## config.mk

```make
export PLATFORM = sky130hd
export DESIGN_NAME = ha1_vigenere_key_seq
export DESIGN_NICKNAME = d
export VERILOG_FILES = /design/src/rtl/ha1_cipher_pkg.sv /design/src/rtl/ha1_key_regfile.sv /design/src/rtl/ha1_vigenere_key_seq.sv
export SDC_FILE = /design/constraint.sdc
export NUM_CORES = 1
export LEC_CHECK = 0
export BUFFER_PORTS_ARGS = -buffer_cell sky130_fd_sc_hd__buf_4
export CAP_MARGIN = 25
export CORE_ASPECT_RATIO = 1.2
export CORE_MARGIN = 2
export CORE_UTILIZATION = 52
export CTS_CLUSTER_SIZE = 28
export DETAILED_ROUTE_END_ITERATION = 12
export PLACE_DENSITY = 0.82
export SETUP_SLACK_MARGIN = 0.3
export SLEW_MARGIN = 20
export SYNTH_ARGS = -nofsm -noshare
export SYNTH_HDL_FRONTEND = slang
export SYNTH_SLANG_ARGS = --single-unit
```

## constraint.sdc

```tcl
create_clock -name clk -period 6.2 [get_ports clk]
set_input_delay 0.93 -clock clk [delete_from_list [all_inputs] [get_ports clk]]
set_output_delay 0.93 -clock clk [all_outputs]
set_load 0.05 [all_outputs]
```

## src/rtl/ha1_cipher_pkg.sv

```systemverilog
// Shared types and helpers for the mod-26 letter cipher path.
package ha1_cipher_pkg;

  localparam int unsigned ALPHA = 26;
  localparam int unsigned LW    = 5;

  typedef logic [LW-1:0] letter_t;

  typedef enum logic [1:0] {
    EMPTY,
    LOAD,
    RUN
  } state_e;

  // Additive inverse mod 26; key letter 0 maps to 0 rather than 26.
  function automatic letter_t inv26(letter_t k);
    logic [LW:0] t;
    t = 6'(ALPHA) - {1'b0, k};
    return (k == '0) ? '0 : t[LW-1:0];
  endfunction

  function automatic logic is_legal(letter_t l);
    return 32'(l) < ALPHA;
  endfunction

endpackage

```

## src/rtl/ha1_key_regfile.sv

```systemverilog
// Keyword storage: one synchronous write port, one asynchronous read port.
module ha1_key_regfile
  import ha1_cipher_pkg::*;
#(
  parameter int unsigned DEPTH = 8,
  parameter int unsigned AW    = 3
) (
  input  logic          clk,
  input  logic          we_i,
  input  logic [AW-1:0] waddr_i,
  input  letter_t       wdata_i,
  input  logic [AW-1:0] raddr_i,
  output letter_t       rdata_o
);

  letter_t mem_q [DEPTH];

  always_ff @(posedge clk) begin
    if (we_i) mem_q[waddr_i] <= wdata_i;
  end

  assign rdata_o = mem_q[raddr_i];

endmodule

```

## src/rtl/ha1_vigenere_key_seq.sv

```systemverilog
// Vigenere key sequencer: loads a keyword, then pairs each plaintext letter
// with the cycling key letter (or its mod-26 inverse) for the downstream adder.
module ha1_vigenere_key_seq
  import ha1_cipher_pkg::*;
#(
  parameter int unsigned MAX_KEY_LEN = 8,
  parameter int unsigned LW          = 5
) (
  input  logic          clk,
  input  logic          rst_n,
  input  logic          key_load,
  input  logic          key_valid,
  input  logic [LW-1:0] key_in,
  input  logic          key_last,
  output logic          key_ready,
  input  logic          decrypt,
  input  logic          resync,
  input  logic          p_valid,
  input  logic [LW-1:0] p_in,
  output logic          p_ready,
  output logic          out_valid,
  output logic [LW-1:0] out_P,
  output logic [LW-1:0] out_K,
  input  logic          out_ready,
  output logic          err
);

  localparam int unsigned PW = $clog2(MAX_KEY_LEN) + 1;
  localparam int unsigned IW = $clog2(MAX_KEY_LEN);

  state_e        state_q, state_d;
  logic [PW-1:0] key_len_q, key_len_d;
  logic [PW-1:0] ptr_q, ptr_d;
  logic          out_valid_q, out_valid_d;
  letter_t       out_p_q, out_p_d;
  letter_t       out_k_q, out_k_d;
  logic          err_q, err_d;

  logic          key_we;
  logic [PW-1:0] rd_ptr;
  letter_t       key_rd;
  logic          p_ready_w;
  logic          accept;

  assign p_ready_w = (state_q == RUN) && (!out_valid_q || out_ready);
  assign accept    = p_valid && p_ready_w;
  // resync redirects the read of the letter accepted in the same cycle
  assign rd_ptr    = resync ? '0 : ptr_q;

  ha1_key_regfile #(
    .DEPTH (MAX_KEY_LEN),
    .AW    (IW)
  ) u_keys (
    .clk     (clk),
    .we_i    (key_we),
    .waddr_i (key_len_q[IW-1:0]),
    .wdata_i (key_in),
    .raddr_i (rd_ptr[IW-1:0]),
    .rdata_o (key_rd)
  );

  always_ff @(posedge clk or negedge rst_n) begin
    if (!rst_n) begin
      state_q     <= EMPTY;
      key_len_q   <= '0;
      ptr_q       <= '0;
      out_valid_q <= 1'b0;
      out_p_q     <= '0;
      out_k_q     <= '0;
      err_q       <= 1'b0;
    end else begin
      state_q     <= state_d;
      key_len_q   <= key_len_d;
      ptr_q       <= ptr_d;
      out_valid_q <= out_valid_d;
      out_p_q     <= out_p_d;
      out_k_q     <= out_k_d;
      err_q       <= err_d;
    end
  end

  always_comb begin
    state_d     = state_q;
    key_len_d   = key_len_q;
    ptr_d       = ptr_q;
    out_valid_d = out_valid_q;
    out_p_d     = out_p_q;
    out_k_d     = out_k_q;
    err_d       = err_q;
    key_we      = 1'b0;

    if (out_ready) out_valid_d = 1'b0;
    if (resync)    ptr_d       = '0;

    if (key_load) begin
      state_d     = LOAD;
      key_len_d   = '0;
      ptr_d       = '0;
      out_valid_d = 1'b0;
      err_d       = 1'b0;
    end else begin
      unique case (state_q)
        EMPTY: ;
        LOAD: begin
          if (key_valid) begin
            if (!is_legal(key_in)) begin
              err_d = 1'b1;
              if (key_last) state_d = (key_len_q != '0) ? RUN : EMPTY;
            end else begin
              key_we    = 1'b1;
              key_len_d = key_len_q + PW'(1);
              if (key_last || key_len_q == PW'(MAX_KEY_LEN - 1)) state_d = RUN;
            end
          end
        end
        RUN: begin
          if (accept) begin
            // accept implies the old pair is gone, so out_valid_d is already 0
            if (!is_legal(p_in)) begin
              err_d = 1'b1;
            end else begin
              out_valid_d = 1'b1;
              out_p_d     = p_in;
              out_k_d     = decrypt ? inv26(key_rd) : key_rd;
              ptr_d       = (rd_ptr == key_len_q - PW'(1)) ? '0 : rd_ptr + PW'(1);
            end
          end
        end
        default: state_d = EMPTY;
      endcase
    end
  end

  assign key_ready = (state_q == LOAD);
  assign p_ready   = p_ready_w;
  assign out_valid = out_valid_q;
  assign out_P     = out_p_q;
  assign out_K     = out_k_q;
  assign err       = err_q;

endmodule

```

==> After elaboration in Yosys (flattened, before gate mapping) <==
Memory sizes are Yosys's and may differ from the RTL's.
Index checks and enable logic that the tools add are counted.
{ "word_totals": {"register_bits": 22, "ram_bits": 40, "input_bits": 19, "out_inout_bits": 14, "word_cells": 79, "mem_count": 1} }
{ "classes": {"add_sub_neg": 4, "order_cmp": 2, "eq_ne": 11, "muxes": 36, "bitwise": 1, "n_reduce_logical": 17} }
{ "memory_table": {"columns": ["memory", "words", "word_bits", "read_ports", "rd_clocked_by_memory_dff", "write_ports", "line", "rtl"], "rows": [
  ["u_keys.mem_q", 8, 5, 1, 0, 1, "ha1_key_regfile.sv:16", "letter_t mem_q [DEPTH];"]
]} }
{ "op_table": {"columns": ["cell", "n"], "rows": [
  ["4-bit two-way mux", 10],
  ["1-bit two-way mux", 16],
  ["2-bit two-way mux", 6],
  ["3-bit inequality test (second input constant)", 4],
  ["5-bit less-than comparator (second input constant)", 2],
  ["5-bit two-way mux", 2],
  ["4-bit by 1-bit adder with 4-bit output (second input constant)", 2],
  ["4-bit by 3-bit inequality test with 1-bit output (second input constant)", 2],
  ["4-bit AND reduction", 2],
  ["2-bit nonzero test", 3],
  ["5-bit logical NOT", 1],
  ["5-bit AND reduction", 1],
  ["5-bit subtractor (first input constant)", 1],
  ["4-bit by 3-bit == test with 1-bit output (second input constant)", 1],
  ["4-bit == test", 1],
  ["2-bit case mux with 2 select lines", 1],
  ["4-bit nonzero test", 1],
  ["4-bit by 1-bit subtractor with 4-bit output (second input constant)", 1],
  ["3-bit AND reduction", 1],
  ["3-bit nonzero test", 1],
  ["2-bit by 1-bit == test with 1-bit output (second input constant)", 1],
  ["2-bit == test (second input constant)", 1],
  ["1-bit logical AND", 2],
  ["2-bit logical NOT", 1],
  ["other kinds (6)", 7]
]} }

==> Depth between registers and ports, before layout <==
{ "logic_depth": {"word_depth": 7, "mapped_depth": 12, "depth_no_buf": 11} }

==> By module <==
Synthesis repeated with hierarchy kept, for this count alone.
{ "hier_totals": {"cells_unflattened": 214, "area_unflattened_um2": 2952.8} }
{ "by_module_without_submodules": {"columns": ["mod", "instances", "cells_each", "area_per_inst_um2", "seq_area_each_um2"], "rows": [
  ["ha1_key_regfile", 1, 70, 1594.0, 1201.2],
  ["ha1_vigenere_key_seq", 1, 144, 1358.8, 550.5]
]} }

==> Worst setup path before layout <==
Ideal clock, no wire load.
{ "synth_path": {"kind": "input-to-reg", "startpoint": "input out_ready", "endpoint": "register out_k_q[4] (netlist: out_K[4])", "setup_time_ns": 0.122, "arrival_time_ns": 2.746, "required_time_ns": 6.078, "path_slack_ns": 3.333, "cell_stages": 7, "path_buffers": 2, "path_cell_list": "nand2b_1 nor2b_1 and3_1 clkbuf_1 nand2b_1 clkbuf_1 a32o_1"} }
{ "synth_between": {"elab_chain_cells": 4} }
{ "synth_rtl": {"columns": ["element", "line", "rtl"], "rows": [
  ["start: declaration", "ha1_vigenere_key_seq.sv:24", "input logic out_ready,"],
  ["1-bit logical OR", "ha1_vigenere_key_seq.sv:45", "assign p_ready_w = (state_q == RUN) && (!out_valid_q || out_ready);"],
  ["1-bit logical AND", "ha1_vigenere_key_seq.sv:45", null],
  ["via p_ready", "ha1_vigenere_key_seq.sv:20", "output logic p_ready,"],
  ["1-bit logical AND", "ha1_vigenere_key_seq.sv:46", "assign accept = p_valid && p_ready_w;"],
  ["4-bit AND reduction (no line)", null, null],
  ["end signal: assignment", "ha1_vigenere_key_seq.sv:77", "out_k_q <= out_k_d;"],
  ["end: declaration", "ha1_vigenere_key_seq.sv:36", "letter_t out_k_q, out_k_d;"]
]} }
The timed path passes the listed nets, and every way through them passes these cells.
A chain may end at the register's enable or synchronous reset.

==> Final worst setup path <==
{ "layout_path": {"startpoint": "register ptr_q[0]", "endpoint": "register out_k_q[4] (netlist: out_K[4])"} }
{ "layout_between": {"elab_chain_cells": 5, "elab_cells_between_ends": 6, "classes_between": "1 x add/sub; 3 x mux; 1 x reduce/logical; 1 x memory"} }
{ "layout_rtl": {"columns": ["element", "line", "rtl"], "rows": [
  ["start: declaration", "ha1_vigenere_key_seq.sv:33", "logic [PW-1:0] ptr_q, ptr_d;"],
  ["start signal: assignment", "ha1_vigenere_key_seq.sv:74", "ptr_q <= ptr_d;"],
  ["4-bit two-way mux *", "ha1_vigenere_key_seq.sv:48", "assign rd_ptr = resync ? '0 : ptr_q;"],
  ["memory 8 x 5 bit *", null, null],
  ["5-bit subtractor / 5-bit logical NOT (equally long branches)", "ha1_cipher_pkg.sv:18, ha1_cipher_pkg.sv:19", null],
  ["5-bit two-way mux", "ha1_cipher_pkg.sv:19", "return (k == '0) ? '0 : t[LW-1:0];"],
  ["5-bit two-way mux *", "ha1_vigenere_key_seq.sv:124", "out_k_d = decrypt ? inv26(key_rd) : key_rd;"]
]} }
Mark *: on every way between the ends. The rest lies on a longest branch, timed or not.

==> results_dict.tcl <==
set metrics [dict create \
    synth_edf_count 40 \
    cts_hold_buf 0 \
    vias_per_cell 5.80 \
    wl_per_cell_um 17.0 \
    post-cts-setup-buffers 0 \
    cts_tree "yes" \
    skew_ps 6.39 \
    synthMuxAreaShare_pct 3.82 \
    p_sw_share_pct 27.6 \
    critPathMaxStageDelay_ps 1030 \
    layout.nets 314 \
    clockPowerShare_pct 37.7 \
    rsz0062_at_grt "false" \
    fin_crit_sh_pct 46.3 \
    synth_area_leaders "edfxtp_1 (41%), dfrtp_1 (19%), nand2_1 (4.3%)" \
    syn_avg_cell_area_um2 11.5 \
    synth_commonest_cells "edfxtp_1 (40), nand2_1 (34), nor2_1 (25)" \
    cts_max_path_buffers 2 \
    max_cap_violations 0 \
    seqPwrFrac_pct 46.5 \
    synth_cell_types 47 \
    drt-total-wl_um 6100 \
    synth.top_cell.area_share_pct 40.7 \
    grt_pass1_vias 1893 \
    clock_latency_ps 350 \
    drtIter0Drc 210 \
    ant_nets 0 \
    setup_viol_count_final 0 \
    design_area_um2 3420 \
    synth_top_cell_by_area "edfxtp_1" \
    ys_seq_area_share_pct 59.3 \
    path_clk_slew_ps 70 \
    root_buffer "clkbuf_8" \
    grt_max_degree 24 \
    synth_adder_area_share_pct 2.54 \
    grt-ovfl-total 0 \
    drc 0 \
    fmax_mhz 348 \
    core_um2 5560 \
    hold_viol 0 \
    worstPathArrival_ps 3110 \
    grt_pass1_wl_um 9770 \
    pwr_density_cell_nw_per_um2 298 \
    worst_setup_path_end_kind "flop" \
    status "complete, no violations" \
    synth_compound_area_share_pct 13.2 \
    critPathMaxFanout 23 \
    leakage_nw 1.35 \
    irDropWorstVdd_mv 0.168 \
    syn_inst 256 \
    ioPinCount 33 \
    worstSetupPathType "reg -> reg" \
    synth_top_family_by_area "simple AND/OR/NAND/NOR gates" \
    die_x_um 72.8 \
    globalRouteTotalUtil_pct 21.3 \
    rows 30 \
    cts_resized 0 \
    pwr-share-comb_pct 15.8 \
    switching_power_mw 0.281 \
    die_h_um 86.5 \
    max_slew_margin_pct 30.5 \
    async_reset_ff_share_pct 35.5 \
    firstDrtPassIters 4 \
    yosys.area_share.simple_pct 14.1 \
    cts_buffers 9 \
    slew_violations 0 \
    period_minus_slack_ps 2870 \
    vias 2076 \
    drive_above_1_share_pct 18.7 \
    synthXorXnorAreaFrac_pct 3.56 \
    clkSinkCount 62 \
    htree_num_levels 3 \
    antenna_found_initial 0 \
    worst-endpoint-required_ps 6440 \
    post-route-util_pct 61.6 \
    dp_hpwl_um 4170 \
    critPathLaunchType "flop" \
    path_cells "nand2b_4, a221oi_1, a21oi_1, o22a_1, ha_1, inv_1, a21oi_1, or3b_1, a32o_1" \
    die_area_um2 6300 \
    synth.most_common_cell "edfxtp_1" \
    hold_path.class "in -> async" \
    ff2ff_setup_slack_ps 3330 \
    syn_nets 281 \
    synthFlopType "edfxtp_1" \
    crit_top_cell "a21oi_1" \
    ys_warn_count 0 \
    dpl_cell_area_um2 3210 \
    portBuffers 32 \
    diodes 0 \
    critPathSlowestCell "dfrtp_1" \
    internal-power_mw 0.739 \
    gp_congestion 0.899 \
    synth_seq_cells 62 \
    syn_to_final_growth_pct 15.9 \
    tightest_slew_ps 1040 \
    finalSetupTns_ps 0 \
    syn_area_um2 2950 \
    initial_core_util_pct 53.1 \
]
-- power groups by stage --
stage / Combinational (mW) / Clock, mW / Sequential (mW)
after floorplan: 0.0577 / 0 / 0.532
after global placement: 0.159 / 0 / 0.483
after detailed placement: 0.161 / 0 / 0.483
after CTS: 0.162 / 0.388 / 0.475
after global routing: 0.173 / 0.410 / 0.477
final: 0.161 / 0.384 / 0.475
-- cells in the final DEF (no fill, tap or decap), types with 6 or more instances in the layout --
master    Yosys  final
edfxtp_1     40     40
nand2_1      34     34
buf_4         1     32
nor2_1       25     25
dfrtp_1      22     22
a21oi_1      21     21
mux2i_1       9      9
clkbuf_8      0      9
inv_1         8      8
xnor2_1       7      7
nand2b_1      6      6
nor3_1        6      6
ha_1          6      6
-- worst max-delay path, delay by kind of cell (launching register included) --
| kind | cells | cell delay (ps) |
|---|---|---|
| DFF | 1 | 1030 |
| adders and majority gates | 1 | 250 |
| AOI/OAI and AO/OA | 5 | 900 |
| buffers and inverters | 1 | 60 |
| and+or+nand+nor | 2 | 510 |
-- layout make-up --
type                            count  area (um2)
Multi-Input combinational cell    174        1100
Sequential cell                    62        1750
Inverter                           10        37.5
Clock inverter                      7        88.8
Tap cell                           64        80.1
Timing Repair Buffer               32         240
Clock buffer                        9         124
Fill cell                         442        2130
-- state kept, by name, indices dropped and copies added, names as in the netlist --
signal and cells:
out_valid 1, out_K 5, u_keys.mem_q 40, key_len_q 4
err 1, state_q 2, out_P 5, ptr_q 4
-- cells by family after synthesis --
group / Yosys count
simple gates: 89
flops: 62
compound gates: 56
buf+inv: 20
xor+xnor: 12
mux: 11
fa+ha+maj: 6
-- layer usage --
| metal | vias up | wire, um | GRT usage (%) |
|---|---|---|---|
| met5 | - | 0 | 0 |
| met4 | 0 | 92 | 8.59 |
| met3 | 8 | 295 | 6.28 |
| met2 | 58 | 3070 | 32.3 |
| met1 | 1020 | 2640 | 28.7 |
| li1 | 990 | - | - |
-- path summary, 6_finish.rpt --
path | from | end | cells after the start
max | ptr_q[0] | out_K[4] | 9
min | rst_n | out_P[4] | 1
max reg2reg | ptr_q[0] | out_K[4] | 9
min reg2reg | out_P[0] | out_P[0] | 2
max in group asynchronous | rst_n | key_len_q[0] | 1
min in group clk | out_P[0] | out_P[0] | 2
-- metrics by stage --
step,hold slack (ps),instances,setup WS (ps),power (mW)
2_1_floorplan,480,256,3330,0.590
3_3_place_gp,462,342,3220,0.642
3_5_place_dp,464,342,3190,0.644
4_1_cts,455,358,3320,1.02
5_1_grt,468,358,3150,1.06
6_report,461,358,3330,1.02
Note: power is estimated with default switching activity, not from simulation.
